`config.mk`:
```
export PLATFORM = sky130hd
export DESIGN_NAME = semaforo_ctrl
export DESIGN_NICKNAME = d
export VERILOG_FILES = /design/src/rtl/semaforo_ctrl_pkg.sv /design/src/rtl/semaforo_ctrl_tick_sync.sv /design/src/rtl/semaforo_ctrl.sv
export SDC_FILE = /design/constraint.sdc
export NUM_CORES = 1
export LEC_CHECK = 0
export CORE_UTILIZATION = 47
export CTS_CLUSTER_SIZE = 10
export DETAILED_ROUTE_END_ITERATION = 7
export PLACE_DENSITY = 0.77
export SYNTH_ARGS = -nofsm -noshare
export SYNTH_HDL_FRONTEND = slang
export SYNTH_SLANG_ARGS = --single-unit
```
`constraint.sdc`:
```
create_clock -name clk -period 1.9 [get_ports clk]
set_clock_uncertainty 0.05 [all_clocks]
set_input_delay 0.285 -clock clk [delete_from_list [all_inputs] [get_ports clk]]
set_output_delay 0.285 -clock clk [all_outputs]
set_load 0.03 [all_outputs]
```
`src/rtl/semaforo_ctrl_pkg.sv`:
```
// Shared types and constants for the semaforo_ctrl traffic-light controller.
// The PEDESTRIAN_EN macro only affects rtl/semaforo_ctrl.sv; this package is build-independent.
package semaforo_ctrl_pkg;

    localparam int CNT_W = 8;

    // Lamp encodings, bit order {red, yellow, green}
    localparam logic [2:0] RED    = 3'b100;
    localparam logic [2:0] YELLOW = 3'b010;
    localparam logic [2:0] GREEN  = 3'b001;

    typedef enum logic [2:0] {
        NS_GREEN  = 3'd0,
        NS_YELLOW = 3'd1,
        ALLRED_A  = 3'd2,
        EW_GREEN  = 3'd3,
        EW_YELLOW = 3'd4,
        ALLRED_B  = 3'd5,
        PED_WALK  = 3'd6
    } state_t;

    // Fixed successor in the road cycle; the ALLRED_B branch to PED_WALK is decided by the top.
    function automatic state_t road_next(input state_t s);
        case (s)
            NS_GREEN:  road_next = NS_YELLOW;
            NS_YELLOW: road_next = ALLRED_A;
            ALLRED_A:  road_next = EW_GREEN;
            EW_GREEN:  road_next = EW_YELLOW;
            EW_YELLOW: road_next = ALLRED_B;
            default:   road_next = NS_GREEN;
        endcase
    endfunction

endpackage

```
`src/rtl/semaforo_ctrl_tick_sync.sv`:
```
// Two-flop synchronizer for the slow tick_in time base plus a registered rising-edge detector.
// A rising edge sampled by clk produces a one-cycle pulse three cycles later.
module tick_sync (
    input  logic clk,
    input  logic rst,
    input  logic async_in,
    output logic pulse
);

    logic sync1;
    logic sync2;
    logic prev;

    // Pulse is registered so downstream logic sees a clean, glitch-free strobe
    always_ff @(posedge clk or negedge rst) begin
        if (!rst) begin
            sync1 <= 1'b0;
            sync2 <= 1'b0;
            prev  <= 1'b0;
            pulse <= 1'b0;
        end else begin
            sync1 <= async_in;
            sync2 <= sync1;
            prev  <= sync2;
            pulse <= sync2 & ~prev;
        end
    end

endmodule

```
`src/rtl/semaforo_ctrl.sv`:
```
// Two-road traffic-light controller stepped by a synchronized slow tick.
// Define PEDESTRIAN_EN to add the pedestrian walk phase after ALLRED_B.
module semaforo_ctrl
    import semaforo_ctrl_pkg::*;
#(
    parameter int GREEN_T  = 5,
    parameter int YELLOW_T = 2,
    parameter int ALLRED_T = 1,
    parameter int WALK_T   = 4
) (
    input  logic             clk,
    input  logic             rst,
    input  logic             tick_in,
    input  logic             ped_req,
    output logic [2:0]       ns_light,
    output logic [2:0]       ew_light,
    output logic             walk,
    output logic [7:0]       remaining,
    output logic             tick_pulse
);

    state_t            state;
    state_t            state_nxt;
    state_t            succ;
    logic [CNT_W-1:0]  cnt;
    logic [CNT_W-1:0]  cnt_nxt;
    logic              tick;
    logic              ped_pending;

    tick_sync u_tick_sync (
        .clk      (clk),
        .rst      (rst),
        .async_in (tick_in),
        .pulse    (tick)
    );

    assign tick_pulse = tick;
    assign remaining  = cnt;

    function automatic logic [CNT_W-1:0] load_val(input state_t s);
        case (s)
            NS_GREEN, EW_GREEN:   load_val = CNT_W'(GREEN_T - 1);
            NS_YELLOW, EW_YELLOW: load_val = CNT_W'(YELLOW_T - 1);
            ALLRED_A, ALLRED_B:   load_val = CNT_W'(ALLRED_T - 1);
            default:              load_val = CNT_W'(WALK_T - 1);
        endcase
    endfunction

`ifdef PEDESTRIAN_EN
    // Clearing on PED_WALK entry wins over a simultaneous request
    always_ff @(posedge clk or negedge rst) begin
        if (!rst) begin
            ped_pending <= 1'b0;
        end else if (tick && cnt == '0 && state == ALLRED_B && ped_pending) begin
            ped_pending <= 1'b0;
        end else if (ped_req) begin
            ped_pending <= 1'b1;
        end
    end
`else
    assign ped_pending = 1'b0;
`endif

    always_ff @(posedge clk or negedge rst) begin
        if (!rst) begin
            state <= NS_GREEN;
            cnt   <= CNT_W'(GREEN_T - 1);
        end else begin
            state <= state_nxt;
            cnt   <= cnt_nxt;
        end
    end

    always_comb begin
        state_nxt = state;
        cnt_nxt   = cnt;
        succ      = road_next(state);
        if (state == ALLRED_B && ped_pending) begin
            succ = PED_WALK;
        end
        if (tick) begin
            if (cnt == '0) begin
                state_nxt = succ;
                cnt_nxt   = load_val(succ);
            end else begin
                cnt_nxt = cnt - 1'b1;
            end
        end
    end

    // Moore lamp decode from the registered state
    always_comb begin
        ns_light = RED;
        ew_light = RED;
        case (state)
            NS_GREEN:  ns_light = GREEN;
            NS_YELLOW: ns_light = YELLOW;
            EW_GREEN:  ew_light = GREEN;
            EW_YELLOW: ew_light = YELLOW;
            default: begin
                ns_light = RED;
                ew_light = RED;
            end
        endcase
    end

`ifdef PEDESTRIAN_EN
    assign walk = (state == PED_WALK);
`else
    // ped_req is deliberately ignored in this build; the AND keeps the port referenced
    assign walk = ped_req & 1'b0;
`endif

endmodule

```
## Yosys cells after proc, flatten, opt, wreduce, memory -nomap -nowiden

Index checks and enable logic that the tools add are counted.

| word-level totals | value |
|---|---|
| register bits | 15 |
| latch bits | 0 |
| bits in writable memories | 0 |
| ROM bits | 0 |
| bits of input ports | 4 |
| output and inout bits | 16 |
| logic and storage cells | 30 |
| memories | 0 |

| operators by class | value |
|---|---|
| add/subtract/negate cells | 1 |
| multipliers | 0 |
| div/mod/pow operators | 0 |
| order comparisons | 0 |
| eq/ne operators | 9 |
| shifts and indexed selects | 0 |
| muxes and demuxes | 5 |
| bitwise gates (word level) | 2 |
| reductions and logical operators | 7 |

Operators by type and width:

| operator | count |
|---|---|
| 3-bit case mux with 5 select lines | 1 |
| 3-bit by 2-bit equality test with 1-bit output, second input constant | 4 |
| 3-bit case mux with 2 select lines | 2 |
| 3-bit equality test, second input constant | 3 |
| 3-bit case mux with 3 select lines | 1 |
| 8-bit zero test | 1 |
| 8-bit two-way mux | 1 |
| 8-bit by 1-bit subtractor with 8-bit output, second input constant | 1 |
| 3-bit by 1-bit equality test with 1-bit output, second input constant | 2 |
| 3-bit zero test | 2 |
| 2-bit OR reduction | 3 |
| 2-bit AND reduction | 1 |
| 1-bit bitwise AND | 1 |
| 1-bit NOT | 1 |

## Depth between registers and ports, before layout

Gate-level depths: netlist (run 1).

| depth | value |
|---|---|
| depth in word-level cells | 6 |
| depth in mapped cells | 5 |
| mapped depth without buffers | 5 |

## By module

From an unflattened synthesis (run 1), not the netlist that was laid out.

| second synthesis, totals | value |
|---|---|
| cells, all modules | 76 |
| area, all modules | 755.7 um^2 |

By module, submodules not included:

| module | times used | cells an instance | area each (um^2) | sequential area each (um^2) |
|---|---|---|---|---|
| semaforo_ctrl | 1 | 71 | 641.9 | 276.5 |
| tick_sync | 1 | 5 | 113.9 | 100.1 |

## Worst setup path after synthesis (run 1)

Ideal clock, no wire load.

| timing path | value |
|---|---|
| path type | flip-flop to flip-flop |
| from | register cnt[0] (netlist: remaining[0]) |
| to | register state[0] |
| library setup time | 0.125 ns |
| arrival time | 1.600 ns |
| data required time | 1.725 ns |
| path slack | 0.125 ns |
| cell stages (with the launch flop) | 6 |
| buffers on the path | 0 |
| clock period less this slack | 1.775 ns |
| path through | dfrtp_1 inv_1 ha_1 nor4b_4 nand3_2 mux2_4 |

| on the way | value |
|---|---|
| longest elaborated chain between the ends | 2 |

RTL lines:

| element | RTL line | RTL |
|---|---|---|
| start: declaration | semaforo_ctrl.sv:25 | `logic [CNT_W-1:0] cnt;` |
| start signal: assignment | semaforo_ctrl.sv:67 | `cnt <= CNT_W'(GREEN_T - 1);` |
| start signal: assignment | semaforo_ctrl.sv:70 | `cnt <= cnt_nxt;` |
| 8-bit zero test | semaforo_ctrl.sv:82 | `if (cnt == '0) begin` |
| 2-bit AND reduction (no line) | - |  |
| end signal: assignment | semaforo_ctrl.sv:69 | `state <= state_nxt;` |
| end: declaration | semaforo_ctrl.sv:22 | `state_t state;` |

No other way between the ends.
A chain may end at the register's enable or synchronous reset.

## Worst setup path in the final report (run 1)

| timing path | value |
|---|---|
| from | register state[2] |
| to | output ns_light[2] |

| on the way | value |
|---|---|
| longest elaborated chain between the ends | 2 |
| elaborated cells between the ends (all ways) | 3 |
| classes of those cells | eq/ne (1); mux (1); reduce/logical (1) |

RTL lines:

| element | RTL line | RTL |
|---|---|---|
| 3-bit by 1-bit equality test with 1-bit output or 3-bit zero test (tied branches) | semaforo_ctrl.sv:95 | `case (state)` |
| 3-bit case mux with 2 select lines (*) | semaforo_ctrl.sv:95 |  |
| end: declaration | semaforo_ctrl.sv:15 | `output logic [2:0] ns_light,` |

Mark *: on every way between the ends. The rest lies on a longest branch, timed or not.

==> impl_metrics.toml, run 1 <==
[status]
status = "complete, no violations"

[sta]
fmax_ghz = 0.546
setup_viol = 0
final.setup.tns_ns = 0
hold_viol = 0
finalCriticalPeriod_ns = 1.83
finalCritPeriodShare_pct = 96.4
maxSlewViolCount = 0
rsz0062_at_grt = "false"

[power_and_ir_drop]
p_leak_nw = 0.454
p_switching_uw = 801
switching_share_pct = 46.6
p_per_area_mw_per_mm2 = 1650
vdd_drop_max_v = 0.000878
combPwrFrac_pct = 53.4
p_int_uw = 917
clkPwrFrac_pct = 11.5
p_total_mw = 1.72
pwr-share-seq_pct = 35.0

[logic_synthesis]
synth_seq_area_share_pct = 46.2
synth.largest_area_cell = "dfrtp_1"
synth_area_leaders = "dfrtp_1 43%, mux2_2 5.5%, dfstp_2 3.2%"
synth_top_area_share_pct = 43.0
synth_cells = 76
syn_area_um2 = 815
ys.flop_type = "dfrtp_1"
synth_edf_count = 0
avgSynthCellArea_um2 = 10.7
yosysWarningCount = 0
synthArstFlopShare_pct = 100
synth_nets = 82
synth_cell_type_count = 36
ys_seq_elements = 15

[cells_and_area]
diodes = 0
final_cells = 114
nets = 105
syn_to_final_growth_pct = 27.8
layout-drive-gt1-share_pct = 22.4

[floorplan]
ios = 20
rows = 14
die_w_um = 43.6
start_util_pct = 52.2
die_y_um = 43.6
die_area_mm2 = 0.00190
core_mm2 = 0.00156

[cts]
clock-sinks = 15
cts_buffers = 3
clk_pin_slew_ns = 0.10
clock_latency_ns = 0.30
postCtsSetupRepairBufs = 0
cts_tree = "done"
htree_levels = 1
cts-root-buf = "clkbuf_4"
clockBufferDepth = 2
ctsHoldBuffers = 0

[grt]
grt_pass1_wl_um = 3040
grt_max_degree = 17
grtUsageTotal_pct = 22.5
antenna_found_initial = 0
grt-ovfl-total = 0
grt_pass1_vias = 673

[detailed_routing]
drc = 0
viasPerCell = 5.84
vias = 666
dr.first_iter.drc_count = 13
wl_per_cell_um = 15.1
wl_um = 1720
drtPass1Iterations = 4
drtAntennaViolNets = 0

[worst_setup_path]
cp_max_fo = 9
endpoint = "ns_light[2]"
start_kind = "register"
reg2reg_to = "state[0]"
arrival_ns = 1.50
crit_path_start = "state[2]"
reg2reg_depth = 6
r2r_start = "remaining[1]"
endpoint_kind = "primary output"
reg2reg_slack_ns = 0.16
cp.required_ns = 1.56
criticalPathCategory = "register to primary output"

[flow_run]
cap_violations = 0

[placement]
dpl.hpwl_um = 1210
place_inst = 110
gp_congestion = 0.691
portBuffers = 17

[worst_hold_path]
hold_path.class = "primary input to asynchronous set/reset pin"
## worst min-delay path by stage
stage                     slack [ns]              start           endpoint
final                           0.23                rst       remaining[3]
after floorplan                -0.06                rst       remaining[0]
after detailed placement        0.29  u_tick_sync.sync1  u_tick_sync.sync2
after global routing            0.26                rst       remaining[3]
after CTS                       0.24                rst       remaining[4]
after global placement          0.29  u_tick_sync.sync1  u_tick_sync.sync2
## per-layer routing
metal | global-route usage (%) | share of wire, %
met4 | 15.0 | 3.8
met3 | 5.42 | 4.5
met5 | 0 | 0
met2 | 37.9 | 48
met1 | 25.1 | 44
## power by group through the flow
| stage | logic (mW) | clock network (mW) | registers [mW] |
|---|---|---|---|
| after detailed placement | 0.950 | 0 | 0.605 |
| after CTS | 0.923 | 0.203 | 0.599 |
| after global routing | 0.989 | 0.217 | 0.627 |
| after global placement | 0.925 | 0 | 0.598 |
| after floorplan | 0.474 | 0 | 0.728 |
| final | 0.918 | 0.198 | 0.602 |
## flip-flops by register name (all words and copies together), names as in the netlist
register           count
u_tick_sync.pulse      1
u_tick_sync.prev       1
u_tick_sync.sync1      1
state                  3
remaining              8
u_tick_sync.sync2      1
## stage by stage
stage | util, % | instance area (µm²) | hold WS (ns) | setup WS [ns]
floorplan | - | 815 | -0.0606 | 0.125
global placement | 65.4 | 1020 | 0.295 | 0.132
detailed placement | 65.4 | 1020 | 0.290 | 0.0846
CTS | 66.9 | 1040 | 0.238 | 0.0317
global route | 66.8 | 1040 | 0.262 | 0.00467
finish | 66.8 | 1040 | 0.233 | 0.0682
## critical path, cell delays in order, from the launching register on
cell	delay (ns)
dfrtp_1	0.49
or2_2	0.35
dlygate4sd2_1	0.36
## cell type report
| class | count | area (µm²) |
|---|---|---|
| multi-input cells | 53 | 403 |
| well taps | 16 | 20.0 |
| repair buffers | 22 | 196 |
| inverters | 4 | 15.0 |
| clock inverters | 1 | 7.51 |
| flip-flops and latches | 15 | 377 |
| clock buffers | 3 | 22.5 |
| fillers | 147 | 518 |
## cell families after synthesis
kind of cell,count (synthesis),share of synthesized area (%)
and+or+nand+nor,30,24.9
DFF,15,46.2
AOI/OAI and AO/OA,13,11.2
buffers and inverters,8,4.30
muxes,7,9.83
adders and majority gates,2,3.07
other,1,0.460
## cell usage after synthesis (2+ instances only)
cell type and count:
nand4_1 2, a21oi_1 5, clkbuf_1 2, nor2b_1 4, mux2_2 4, mux2i_1 2, nand4b_1 2, nor3_1 2
dfrtp_1 14, ha_1 2, nor2_1 7, nand2_1 2, nand2b_1 2, inv_1 4
## cells in the final DEF (no fill, tap or decap), types with 2 or more instances in the layout
| master | synthesis | routed |
|---|---|---|
| a21oi_1 | 5 | 5 |
| buf_4 | 1 | 6 |
| clkbuf_4 | 0 | 3 |
| clkdlybuf4s15_1 | 0 | 2 |
| clkdlybuf4s50_1 | 0 | 10 |
| dfrtp_1 | 14 | 14 |
| dlygate4sd2_1 | 0 | 3 |
| ha_1 | 2 | 2 |
| inv_1 | 4 | 4 |
| mux2_2 | 4 | 4 |
| mux2i_1 | 2 | 2 |
| nand2_1 | 2 | 2 |
| nand2b_1 | 2 | 2 |
| nand4_1 | 2 | 2 |
| nand4b_1 | 2 | 2 |
| nor2_1 | 7 | 7 |
| nor2b_1 | 4 | 4 |
| nor3_1 | 2 | 2 |
## timing repair
action | 4_1_cts | 5_1_grt
resized for setup | 6 | 4
hold endpoints to repair | 0 | 0
gates cloned | 0 | 0
endpoints found under the setup margin | 6 | 3
No activity file was read; power rests on OpenSTA's default activity.
==> run 2, diff against run 1 <==
--- a/constraint.sdc
+++ b/constraint.sdc
@@ -4,2 +4,2 @@
 set_output_delay 0.285 -clock clk [all_outputs]
-set_load 0.03 [all_outputs]
+set_load 0.05 [all_outputs]
==> run 2 against run 1 <==
Die area unchanged. Clock power decreased by 6%. The flow now finishes with violations (design-rule violations). Via count decreased by 2.7%. Largest cell class unchanged. Final area increased by 4.4%. Register-to-register slack got worse by 0.02 ns. Power increased by 14%. Routed wire length decreased by 7.1%. Sequential share of layout area decreased by 1.5 points.
==> impl_metrics.toml, run 2 (synthesis gave the netlist of run 1 again) <==
[worst_setup_path]
endpoint_kind = "primary output"
cp_max_fo = 4
cpPeakStageDelay_ns = 0.82
critical_path.top_delay_family = "buffers and inverters"
criticalPathCategory = "register to primary output"
cp.required_ns = 1.56
crit_path_top_delay_cell = "clkdlybuf4s50_1"
arrival_ns = 1.51
worst-path-buf-inv = 1
start_kind = "register"
crit_chain = "clkdlybuf4s50_1"

[detailed_routing]
drtAntennaViolNets = 0
viasPerCell = 5.79
wl_per_cell_um = 14.3
vias = 648
drc = 1
drtPass1Iterations = 6
wl_um = 1600
dr.first_iter.drc_count = 10

[grt]
grt-ovfl-total = 0
grt_max_degree = 16
grt_pass1_vias = 629
antenna_found_initial = 0
grtUsageTotal_pct = 20.0
grt_pass1_wl_um = 2750

[status]
violations = "design-rule violations"
status = "complete, but fails checks"

[sta]
whs_ns = 0.253
fmax_ghz = 0.543
finalCriticalPeriod_ns = 1.84
worst_pin_slew_ns = 0.501
setup_viol = 0
final.setup.tns_ns = 0
finalCritPeriodShare_pct = 96.9
slew_headroom_pct = 66.5
maxSlewViolCount = 0
hold_viol = 0
rsz0062_at_grt = "false"
worst_slack_ns = 0.0597

[cells_and_area]
largest_register_ffs = 8
layout-drive-gt1-share_pct = 34.4
diodes = 0
multi_input_area_um2 = 408
final-seq-area_um2 = 377
nets = 103
syn_to_final_growth_pct = 33.5
layout_common_cells = "14 x dfrtp_1, 10 x buf_4, 6 x buf_12, 5 x nor2_1, 5 x a21oi_1"
nFillCells = 117
postLayoutCoreUtil_pct = 69.7
layout_commonest_cell = "dfrtp_1"
postLayoutCellArea_mm2 = 0.00109
final_cells = 112

[cts]
cts-root-buf = "clkbuf_4"
clk_pin_slew_ns = 0.09
clockBufferDepth = 2
clock_latency_ns = 0.29
cts_buffers = 3
cts_tree = "done"
clock-sinks = 15
ctsHoldBuffers = 0
htree_levels = 1

[floorplan]
ios = 20
rows = 14
core_mm2 = 0.00156
die_y_um = 43.6
die_area_mm2 = 0.00190
die_w_um = 43.6
start_util_pct = 52.2

[flow_run]
cap_violations = 0

[placement]
place_area_mm2 = 0.00105
dp_slack_ns = 0.147
gp_congestion = 0.799
dpl.hpwl_um = 1190
place_inst = 108
portBuffers = 17

[power_and_ir_drop]
p_leak_nw = 0.481
vdd_drop_max_v = 0.000904
p_per_area_mw_per_mm2 = 1800
p_total_mw = 1.96

[worst_hold_path]
hold_path.class = "primary input to asynchronous set/reset pin"
run 2: changes by cell type in the layout (fill, tap and decap cells not counted), sizes merged:
cell / before / now
dlymetal6s2s: 0 / 1
clkdlybuf4s15: 2 / 0
clkbuf: 4 / 3
buf: 6 / 16
clkdlybuf4s50: 10 / 3
dlygate4sd2: 3 / 0
run 2: cell type report:
cell class              count  area share (%)
clock inverters             1           0.690
inverters                   4            1.38
well taps                  16            1.84
repair buffers             20            21.9
multi-input cells          53            37.5
clock buffers               3            2.07
flip-flops and latches     15            34.6
run 2: power by group:
group	internal, mW	switching (mW)
combinational	0.462	0.690
clock	0.0802	0.107
sequential	0.430	0.188
total	0.973	0.985
run 2: metal layers:
| layer | track usage, % | part of all wire (%) | vias to the layer above |
|---|---|---|---|
| met1 | 22.6 | 43 | 316 |
| met4 | 3.75 | 0.75 | 0 |
| li1 | - | - | 317 |
| met2 | 35.8 | 52 | 12 |
| met3 | 7.50 | 3.9 | 3 |
| met5 | 0 | 0 | - |
run 2: worst register-to-register path, stage by stage (launching register included):
cell and delay, ns:
dfrtp_1 0.41, inv_1 0.10, ha_1 0.25, nor4b_4 0.14
buf_4 0.17, and2_2 0.21, a311o_1 0.33
run 2: timing repair:
action | in CTS | in global routing
resized for setup | 0 | 1
endpoints found under the setup margin | 0 | 1
setup buffers | 0 | 0
run 2: worst paths after layout:
kind                                    from           endpoint  slack [ns]  depth (start not counted)
setup / recovery                remaining[1]       remaining[1]        0.06                          1
hold / removal                           rst       remaining[1]        0.25                          2
setup reg to reg                remaining[0]       remaining[0]        0.14                          6
hold reg to reg            u_tick_sync.sync1  u_tick_sync.sync2        0.32                          0
max in group asynchronous                rst       remaining[2]        1.30                          2
min in group clk           u_tick_sync.sync1  u_tick_sync.sync2        0.32                          0
